File: src/rtl/fb_pkg.sv
// fb_pkg: shared framebuffer defaults, types and linear address helper; NBUF follows FB_DOUBLE_BUFFER_EN
package fb_pkg;
    localparam int FB_WIDTH_DEF = 400;
    localparam int FB_HEIGHT_DEF = 300;
    localparam int COLOR_BITS_DEF = 12;
`ifdef FB_DOUBLE_BUFFER_EN
    localparam int NBUF = 2;
`else
    localparam int NBUF = 1;
`endif
    typedef logic [COLOR_BITS_DEF-1:0] color_t;
    typedef enum logic {IDLE, PENDING} swap_state_e;
    function automatic int unsigned fb_addr(input logic sel, input int unsigned x, input int unsigned y,
                                            input int unsigned w, input int unsigned h);
        return (sel ? w * h : 32'd0) + y * w + x;
    endfunction
endpackage

File: src/rtl/rr_arbiter.sv
// rr_arbiter: one-hot round-robin arbiter; pointer moves past the winner after each grant
module rr_arbiter #(
    parameter int N = 2,
    localparam int PW = (N > 1) ? $clog2(N) : 1
) (
    input  logic          clk_i,
    input  logic          reset_ni,
    input  logic [N-1:0]  req,
    input  logic          en,
    output logic [N-1:0]  gnt,
    output logic [PW-1:0] idx
);
    logic [PW-1:0] ptr;
    // Scan from lowest to highest priority so the requester nearest the pointer wins
    always_comb begin
        gnt = '0;
        idx = ptr;
        for (int k = N - 1; k >= 0; k--) begin
            if (en && req[(int'(ptr) + k) % N]) begin
                gnt = '0;
                gnt[(int'(ptr) + k) % N] = 1'b1;
                idx = PW'((int'(ptr) + k) % N);
            end
        end
    end
    // Advance the pointer past the granted index; hold when nothing is granted
    always_ff @(posedge clk_i or negedge reset_ni) begin
        if (!reset_ni) ptr <= '0;
        else if (|gnt) ptr <= PW'((int'(idx) + 1) % N);
    end
endmodule

File: src/rtl/fb_port_arbiter.sv
// fb_port_arbiter: shares one framebuffer RAM port between display scan-out and N_WR writers; FB_DOUBLE_BUFFER_EN enables front/back buffering
module fb_port_arbiter
    import fb_pkg::*;
#(
    parameter int FB_WIDTH = FB_WIDTH_DEF,
    parameter int FB_HEIGHT = FB_HEIGHT_DEF,
    parameter int COLOR_BITS = COLOR_BITS_DEF,
    parameter int N_WR = 2,
    parameter int MEM_LATENCY = 1,
    localparam int XW = $clog2(FB_WIDTH),
    localparam int YW = $clog2(FB_HEIGHT),
    localparam int AW = $clog2(NBUF * FB_WIDTH * FB_HEIGHT)
) (
    input  logic                       clk_i,
    input  logic                       reset_ni,
    input  logic                       disp_rd_en_i,
    input  logic [XW-1:0]              disp_rd_x_i,
    input  logic [YW-1:0]              disp_rd_y_i,
    output logic [COLOR_BITS-1:0]      disp_color_o,
    input  logic [N_WR-1:0]            wr_req_i,
    input  logic [N_WR*XW-1:0]         wr_x_i,
    input  logic [N_WR*YW-1:0]         wr_y_i,
    input  logic [N_WR*COLOR_BITS-1:0] wr_color_i,
    output logic [N_WR-1:0]            wr_gnt_o,
    input  logic                       frame_end_i,
    input  logic                       swap_req_i,
    output logic                       swap_done_o,
    output logic                       front_sel_o,
    output logic                       mem_en_o,
    output logic                       mem_we_o,
    output logic [AW-1:0]              mem_addr_o,
    output logic [COLOR_BITS-1:0]      mem_wdata_o,
    input  logic [COLOR_BITS-1:0]      mem_rdata_i
);
    localparam int PW = (N_WR > 1) ? $clog2(N_WR) : 1;
    swap_state_e swap_st;
    logic wr_sel;
    logic last_v;
    logic [XW-1:0] last_x;
    logic [YW-1:0] last_y;
    logic disp_issue;
    logic [PW-1:0] gidx;
    logic [XW-1:0] wx;
    logic [YW-1:0] wy;
    logic [COLOR_BITS-1:0] wc;
    logic wr_ok;
    logic [AW-1:0] rd_addr, wr_addr;
    logic [MEM_LATENCY-1:0] vpipe;
    logic [COLOR_BITS-1:0] disp_hold;
`ifdef FB_DOUBLE_BUFFER_EN
    logic front_q;
    assign front_sel_o = front_q;
    assign wr_sel = ~front_q;
`else
    assign front_sel_o = 1'b0;
    assign wr_sel = 1'b0;
`endif
    assign disp_issue = disp_rd_en_i && (!last_v || disp_rd_x_i != last_x || disp_rd_y_i != last_y);
    rr_arbiter #(.N(N_WR)) u_rr (
        .clk_i   (clk_i),
        .reset_ni(reset_ni),
        .req     (wr_req_i),
        .en      (!disp_issue && reset_ni),
        .gnt     (wr_gnt_o),
        .idx     (gidx)
    );
    assign wx = wr_x_i[gidx*XW +: XW];
    assign wy = wr_y_i[gidx*YW +: YW];
    assign wc = wr_color_i[gidx*COLOR_BITS +: COLOR_BITS];
    assign wr_ok = |(wr_gnt_o & wr_req_i) && (32'(wx) < FB_WIDTH) && (32'(wy) < FB_HEIGHT);
    assign rd_addr = AW'(fb_addr(front_sel_o, 32'(disp_rd_x_i), 32'(disp_rd_y_i), FB_WIDTH, FB_HEIGHT));
    assign wr_addr = AW'(fb_addr(wr_sel, 32'(wx), 32'(wy), FB_WIDTH, FB_HEIGHT));
    // Register the winning RAM access and remember the last display coordinate issued
    always_ff @(posedge clk_i or negedge reset_ni) begin
        if (!reset_ni) begin
            last_v      <= 1'b0;
            last_x      <= '0;
            last_y      <= '0;
            mem_en_o    <= 1'b0;
            mem_we_o    <= 1'b0;
            mem_addr_o  <= '0;
            mem_wdata_o <= '0;
        end else begin
            last_v      <= disp_rd_en_i;
            last_x      <= disp_issue ? disp_rd_x_i : last_x;
            last_y      <= disp_issue ? disp_rd_y_i : last_y;
            mem_en_o    <= disp_issue || wr_ok;
            mem_we_o    <= !disp_issue && wr_ok;
            mem_addr_o  <= disp_issue ? rd_addr : wr_addr;
            mem_wdata_o <= wc;
        end
    end
    // Tag display reads through the RAM latency and keep the last returned pixel
    always_ff @(posedge clk_i or negedge reset_ni) begin
        if (!reset_ni) begin
            vpipe     <= '0;
            disp_hold <= '0;
        end else begin
            vpipe     <= (vpipe << 1) | MEM_LATENCY'(mem_en_o & ~mem_we_o);
            disp_hold <= disp_color_o;
        end
    end
    assign disp_color_o = vpipe[MEM_LATENCY-1] ? mem_rdata_i : disp_hold;
    // Swap handshake: a pending request is taken at the next frame end
    always_ff @(posedge clk_i or negedge reset_ni) begin
        if (!reset_ni) begin
            swap_st     <= IDLE;
            swap_done_o <= 1'b0;
`ifdef FB_DOUBLE_BUFFER_EN
            front_q     <= 1'b0;
`endif
        end else if (frame_end_i && (swap_st == PENDING || swap_req_i)) begin
            swap_st     <= IDLE;
            swap_done_o <= 1'b1;
`ifdef FB_DOUBLE_BUFFER_EN
            front_q     <= ~front_q;
`endif
        end else begin
            swap_st     <= swap_req_i ? PENDING : swap_st;
            swap_done_o <= 1'b0;
        end
    end
endmodule

File: config.mk
export PLATFORM = sky130hd
export DESIGN_NAME = fb_port_arbiter
export DESIGN_NICKNAME = d
export VERILOG_FILES = /design/src/rtl/fb_pkg.sv /design/src/rtl/rr_arbiter.sv /design/src/rtl/fb_port_arbiter.sv
export SDC_FILE = /design/constraint.sdc
export NUM_CORES = 1
export LEC_CHECK = 0
export CORE_MARGIN = 5
export CORE_UTILIZATION = 50
export DETAILED_ROUTE_END_ITERATION = 8
export PLACE_DENSITY = 0.95
export SETUP_SLACK_MARGIN = 0.4
export SYNTH_ARGS = -nofsm -noshare
export SYNTH_HDL_FRONTEND = slang
export SYNTH_HIERARCHICAL = 1
export SYNTH_SLANG_ARGS = --single-unit
File: constraint.sdc
create_clock -name clk_i -period 16.7 [get_ports clk_i]
set_clock_uncertainty 0.05 [all_clocks]
set_input_delay 1.67 -clock clk_i [delete_from_list [all_inputs] [get_ports clk_i]]
set_output_delay 1.67 -clock clk_i [all_outputs]
set_load 0.005 [all_outputs]
Yosys cells after proc, flatten, opt, wreduce, memory -nomap -nowiden:

Index checks and enable logic that the tools add are counted.

* output and inout bits: 47
* bits in writable memories: 0
* flip-flop bits (word level): 66
* bits in latches: 0
* memory bits (read-only): 0
* bits of input ports: 97
* memories: 0

* mux-type cells: 18
* $mul: 4
* reduce and logical (&&, ||, !) cells: 19
* div/mod/pow operators: 0
* shifts and indexed selects: 3
* equal/unequal tests: 2
* order comparisons: 6
* bitwise gates (word level): 4
* $add $sub $neg: 4

Operators by type and width (number)
* $shiftx 18x6->9: 2
* $add 17x9->17: 2
* $mul 9x5->13 const B: 2
* $shiftx 24x6->12: 1
* $lt 9x9->1 const B: 2
* $ne 9x9->1: 2
* $mux 17: 1
* $mux 1: 12
* $mux 12: 1
* $logic_and 1x1->1: 10
* $mul 1x4->5 const B: 1
* $logic_or 1x1->1: 4
* $mux 2: 2
* $reduce_or 2->1: 2
* $lt 2x3->1 const B: 1
* $mul 1x2->3 const B: 1
* $add 1x1->1 const B: 2
* $and 2x2->2: 1
* $demux 1 s1: 2
* $ge 2x1->1 const B: 1
* $logic_not 1->1: 2
* $lt 1x2->1 const B: 1
* $reduce_bool 2->1: 1
* $and 1x1->1: 1
* 3 further kinds: 3

Logic depth before layout (Yosys ltp):

* depth after elaboration: 15
* depth in mapped cells: 26

Hierarchy:

The synthesis kept the hierarchy.

By module, submodules not included
* fb_port_arbiter: area each 4812.1 sq um, instances 1, sequential area each 1626.6 sq um, cells each 446
* rr_arbiter: area each 78.8 sq um, instances 1, sequential area each 25.0 sq um, cells each 11

Least setup slack after synthesis:

No wires, ideal clock.

* path type: input to register
* start point: input port disp_rd_x_i[5]
* end point: register mem_addr_o[16]
* stages: 25
* setup time: 0.126 ns
* data arrival time: 7.178 ns
* data required time: 16.524 ns
* slack: 9.346 ns
* buffers on the path: 3
* path through: xor2_1 -> nor4_1 -> nand4_1 -> nand2_2 -> buf_1 -> and2_1 -> a21oi_1 -> o22ai_1 -> buf_1 -> clkbuf_1 -> mux2_2 -> ha_1 -> inv_1 -> ha_1 -> inv_1 -> fa_1 -> inv_1 -> ha_1 -> o21ai_0 -> a21oi_1 -> o31ai_1 -> o311ai_0 -> nor4_2 -> xnor2_1 -> mux2i_1

* cells in the longest elaborated chain, start to end: 14
* elaborated cells between the ends (all ways): 17

Ends and longest elaborated chain
* from (decl): RTL line fb_port_arbiter.sv:17 `input logic [XW-1:0] disp_rd_x_i,`
* $ne 9x9->1 (*): RTL line fb_port_arbiter.sv:58 `assign disp_issue = disp_rd_en_i && (!last_v || disp_rd_x_i != last_x || disp_rd_y_i != last_y);`
* $logic_or 1x1->1 (*) (2 in a row): RTL line fb_port_arbiter.sv:58
* $logic_and 1x1->1 (*): RTL line fb_port_arbiter.sv:58
* $logic_not 1->1 (*): RTL line fb_port_arbiter.sv:63 `.en (!disp_issue && reset_ni),`
* $logic_and 1x1->1 (*): RTL line fb_port_arbiter.sv:63
* $logic_and 1x1->1: RTL line rr_arbiter.sv:19 `if (en && req[(int'(ptr) + k) % N]) begin`
* $mux 1: RTL line rr_arbiter.sv:19
* $mux 1 (*): RTL line rr_arbiter.sv:19
* via gidx: RTL line fb_port_arbiter.sv:42 `logic [PW-1:0] gidx;`
* $mul 1x4->5 (*): RTL line fb_port_arbiter.sv:67, fb_port_arbiter.sv:68
* $shiftx 18x6->9: RTL line fb_port_arbiter.sv:68 `assign wy = wr_y_i[gidx*YW +: YW];`
* $mul 9x5->13: RTL line fb_pkg.sv:15 `return (sel ? w * h : 32'd0) + y * w + x;`
* $add 17x9->17 (*): RTL line fb_pkg.sv:15
* $mux 17 (*): RTL line fb_port_arbiter.sv:89 `mem_addr_o <= disp_issue ? rd_addr : wr_addr;`
* to (signal assigned): RTL line fb_port_arbiter.sv:89
* to (decl): RTL line fb_port_arbiter.sv:31 `output logic [AW-1:0] mem_addr_o,`

The timed path passes the listed nets; every way through them passes the cells marked *.
A chain may end at the register's enable or synchronous reset.

Worst setup path in the final report:

* start point: input port disp_rd_y_i[2]
* end point: register mem_addr_o[16]

* cells in the longest elaborated chain, start to end: 13
* elaborated cells between the ends (all ways): 17

Ends and longest elaborated chain
* from (decl): RTL line fb_port_arbiter.sv:18 `input logic [YW-1:0] disp_rd_y_i,`
* $ne 9x9->1 (*): RTL line fb_port_arbiter.sv:58
* $logic_or 1x1->1 (*): RTL line fb_port_arbiter.sv:58
* $logic_and 1x1->1 (*): RTL line fb_port_arbiter.sv:58
* $logic_not 1->1 (*): RTL line fb_port_arbiter.sv:63
* $logic_and 1x1->1 (*): RTL line fb_port_arbiter.sv:63
* $logic_and 1x1->1: RTL line rr_arbiter.sv:19
* $mux 1: RTL line rr_arbiter.sv:19
* $mux 1 (*): RTL line rr_arbiter.sv:19
* via gidx: RTL line fb_port_arbiter.sv:42
* $mul 1x4->5 (*): RTL line fb_port_arbiter.sv:67, fb_port_arbiter.sv:68
* $shiftx 18x6->9: RTL line fb_port_arbiter.sv:68
* $mul 9x5->13: RTL line fb_pkg.sv:15
* $add 17x9->17 (*): RTL line fb_pkg.sv:15
* $mux 17 (*): RTL line fb_port_arbiter.sv:89

Marks and branches as above.

==> metrics <==
clock sink total 66; Main synth FF type dfrtp_1; Root Buffer clkbuf_8; type of origin of the critical path primary input; post-cts resize count 0; vias per cell ~5.3; initial core utilization 0.507; Area growth syn-to-layout 36.4%; Die W about 110 um; Residual DRC 0; worst hold path type flop to flop; Yosys top cell by area dfrtp_1; synthesized area per cell between 10 and 15 um2; DR pass1 iterations 4; CTS Buf Count 9; period utilization 0.494; Synth Cell Area 4890 um2; Worst-path clk slew 0.07 ns; Antenna Cells 0; family with the most delay on the worst path compound AO/OA/AOI/OAI gates; die area 11900 um2; Die Height between 100 and 150 um; CP required 16.84 ns; sequential fraction of the synthesis area 0.338; CP startpoint disp_rd_y_i[2]; largest net degree at the start of global routing 67; first-pass GRT wire length about 20000 um; max incr delay on CP 0.82 ns; RR Startpoint last_y[8]; Setup CP Type primary input to flop; Post-CTS Setup Inserts 0; worst setup margin 8.45 ns; slew at the pin closest to its max-slew limit roughly 1.1 ns; Port Buf Inserts between 100 and 150; Worst-Skew Late Latency 0.35 ns; I/O pin count approximately 140; Min-Delay Endpoint vpipe; Synth cell types between 40 and 50; Rows 36; GRT Total Usage 0.219; Placement Setup Slack 8.27 ns; clock buffer depth 2; Reg-to-Reg End mem_addr_o[16]; Max IR drop VDD 0.0000764 V; Synth area leaders dfrtp_1 34%, ha_1 18%, mux2_2 11%; Crit-path slowest cell o22ai_4; crit end category flop; Max-slew headroom 0.272; max-cap violations 0; share of Yosys cell area claimed by the top area cell type 0.338; Mapped Nets 635; GP Congestion roughly 0.83; grt ovf 0; Net count, final 779; worst path arrival time between 8 and 9 ns; number of global-route vias before repair 4176; RSZ-0062 raised after global routing false; Slew Limit Fails 0; Hold Path Stages 1; final WL 12900 um; Power, Total around 0.00082 W; final cell utilization of the core 0.692; detailed placement HPWL between 10000 and 15000 um; max frequency approximately 120 MHz; Post-synth EDFFs 0; CTS tree yes; status finished clean; crit-path cells clkdlybuf4s50_1 -> xor2_1 -> nor3_1 -> nand4_1 -> nand2_2 -> and2_1 -> a21oi_1 -> o22ai_4 -> mux2_2 -> ha_1 -> inv_1 -> ha_1 -> inv_1 -> fa_1 -> inv_1 -> ha_1 -> o21ai_0 -> a21oi_1 -> o31ai_1 -> o311ai_0 -> nor4_2 -> xnor2_1 -> mux2i_1; Buf+Inv Stages, Crit Path 4; wire length per cell approximately 17 um; initial antenna violation count 0; hold buffer count at CTS 0; antenna-violating nets left 0; endpoints failing hold 0; Worst R2R Path Depth 22; #FFs+latches synth between 60 and 70; Async SR Flop Fraction 1.00; cells after synthesis around 460; Lkg Pwr just over 3 nW; fin crit period roughly 8.2 ns; HP Start mem_we_o; Clock H-tree levels 3; final setup TNS 0 ns; vias around 3900; initial drt markers ~160; synth warn 6; layout cell share with drive strength beyond 1 0.125; Placeable Area about 9600 um2; PwrDens about 120 nW/um2; maximum fanout along the worst path between 40 and 50; r2r setup slk 9.92 ns; final setup vio count 0
## per-stage QoR
step / hold slack, ns / cell area [um2] / cells
after floorplan: 0.377 / 4890 / 457
after global placement: 0.360 / 6450 / 723
after detailed placement: 0.409 / 6450 / 723
after CTS: 0.417 / 6670 / 739
after global routing: 0.439 / 6670 / 739
final: 0.409 / 6670 / 739
## state kept, by name (all words and copies together), names as in the netlist
| name | flops |
|---|---|
| disp_hold | 12 |
| last_v | 1 |
| last_x | 9 |
| last_y | 9 |
| mem_addr_o | 17 |
| mem_en_o | 1 |
| mem_wdata_o | 12 |
| mem_we_o | 1 |
| swap_done_o | 1 |
| swap_st | 1 |
| u_rr/ptr | 1 |
| vpipe | 1 |
## where the power goes
group / total [W] / switching, W / internal (W) / leakage [nW]
combinational: 0.000462 / 0.000238 / 0.000224 / 2.16
sequential: 0.000205 / 0.0000144 / 0.000191 / 0.773
clock: 0.000154 / 0.0000682 / 0.0000854 / 0.114
## cells by family (layout without fill, tap and decap cells)
family / Yosys count / count (layout) / share of synthesized area
flip-flops: 66 / 66 / 0.338
AND/OR/NAND/NOR: 83 / 83 / 0.0847
buffers and inverters: 49 / 198 / 0.0399
adder cells (fa/ha/maj): 81 / 81 / 0.223
AO/OA/AOI/OAI: 60 / 60 / 0.0762
multiplexers: 63 / 63 / 0.141
XOR/XNOR: 54 / 54 / 0.0967
other: 1 / 1 / 0.000767
## metal layers
layer  global-route usage  share of wire  wire (um)
met1                0.251           0.39       5030
met4               0.0839          0.024        314
met5                    0              0          0
met2                0.393           0.51       6590
met3               0.0491          0.076        979
## layout make-up
class / instances / area [um2]
clock inverter: 7 / 100
timing repair buffer: 143 / 1420
clock buffer: 9 / 124
sequential: 66 / 1650
fill: 705 / 2970
tap: 133 / 166
inverter: 39 / 146
multi-input combinational: 342 / 3060
## worst max-delay path by stage
stage / slack, ns / depth (start not counted) / endpoint
finish: 8.45 / 23 / mem_addr_o[16]
global route: 8.04 / 23 / mem_addr_o[16]
CTS: 8.51 / 23 / mem_addr_o[15]
detailed placement: 8.27 / 23 / mem_addr_o[16]
global placement: 8.60 / 23 / mem_addr_o[16]
floorplan: 9.35 / 25 / mem_addr_o[16]
## worst register-to-register path, delay by kind of cell (launching register included)
family / cells / cell delay (ns)
adders and majority gates: 4 / 1.41
DFF: 1 / 0.40
and+or+nand+nor: 5 / 1.87
xor gates and xnor gates: 2 / 0.34
buffers and inverters: 3 / 0.14
muxes: 2 / 0.56
AOI/OAI and AO/OA: 6 / 1.84
## cells in the mapped netlist, drive strengths merged (2+ instances only)
| library cell | n |
|---|---|
| a211oi | 2 |
| a21o | 4 |
| a21oi | 25 |
| a31oi | 3 |
| buf | 5 |
| clkbuf | 5 |
| dfrtp | 66 |
| fa | 10 |
| ha | 71 |
| inv | 39 |
| mux2 | 49 |
| mux2i | 14 |
| nand2 | 19 |
| nand2b | 3 |
| nand4 | 6 |
| nor2 | 29 |
| nor2b | 7 |
| nor3 | 7 |
| nor4 | 4 |
| o21a | 4 |
| o21ai | 11 |
| o31ai | 6 |
| xnor2 | 25 |
| xor2 | 29 |
## cells in the final DEF (no fill, tap or decap), drive strengths merged, types with 2 or more instances in the layout
master         netlist  routed
mux2i               14      14
mux2                49      49
a21oi               25      25
a21o                 4       4
nor2                29      29
buf                  5       2
nand2b               3       3
inv                 39      41
nand4                6       6
o21ai               11      11
fa                  10      10
clkbuf               5       9
clkdlybuf4s50        0     141
o31ai                6       6
bufinv               0       2
o21a                 4       4
a31oi                3       3
nand2               19      19
clkinv               0       3
nor2b                7       7
a211oi               2       2
xnor2               25      25
ha                  71      71
nor4                 4       4
xor2                29      29
nor3                 7       7
dfrtp               66      66
Note: power is estimated with default switching activity, not from simulation.
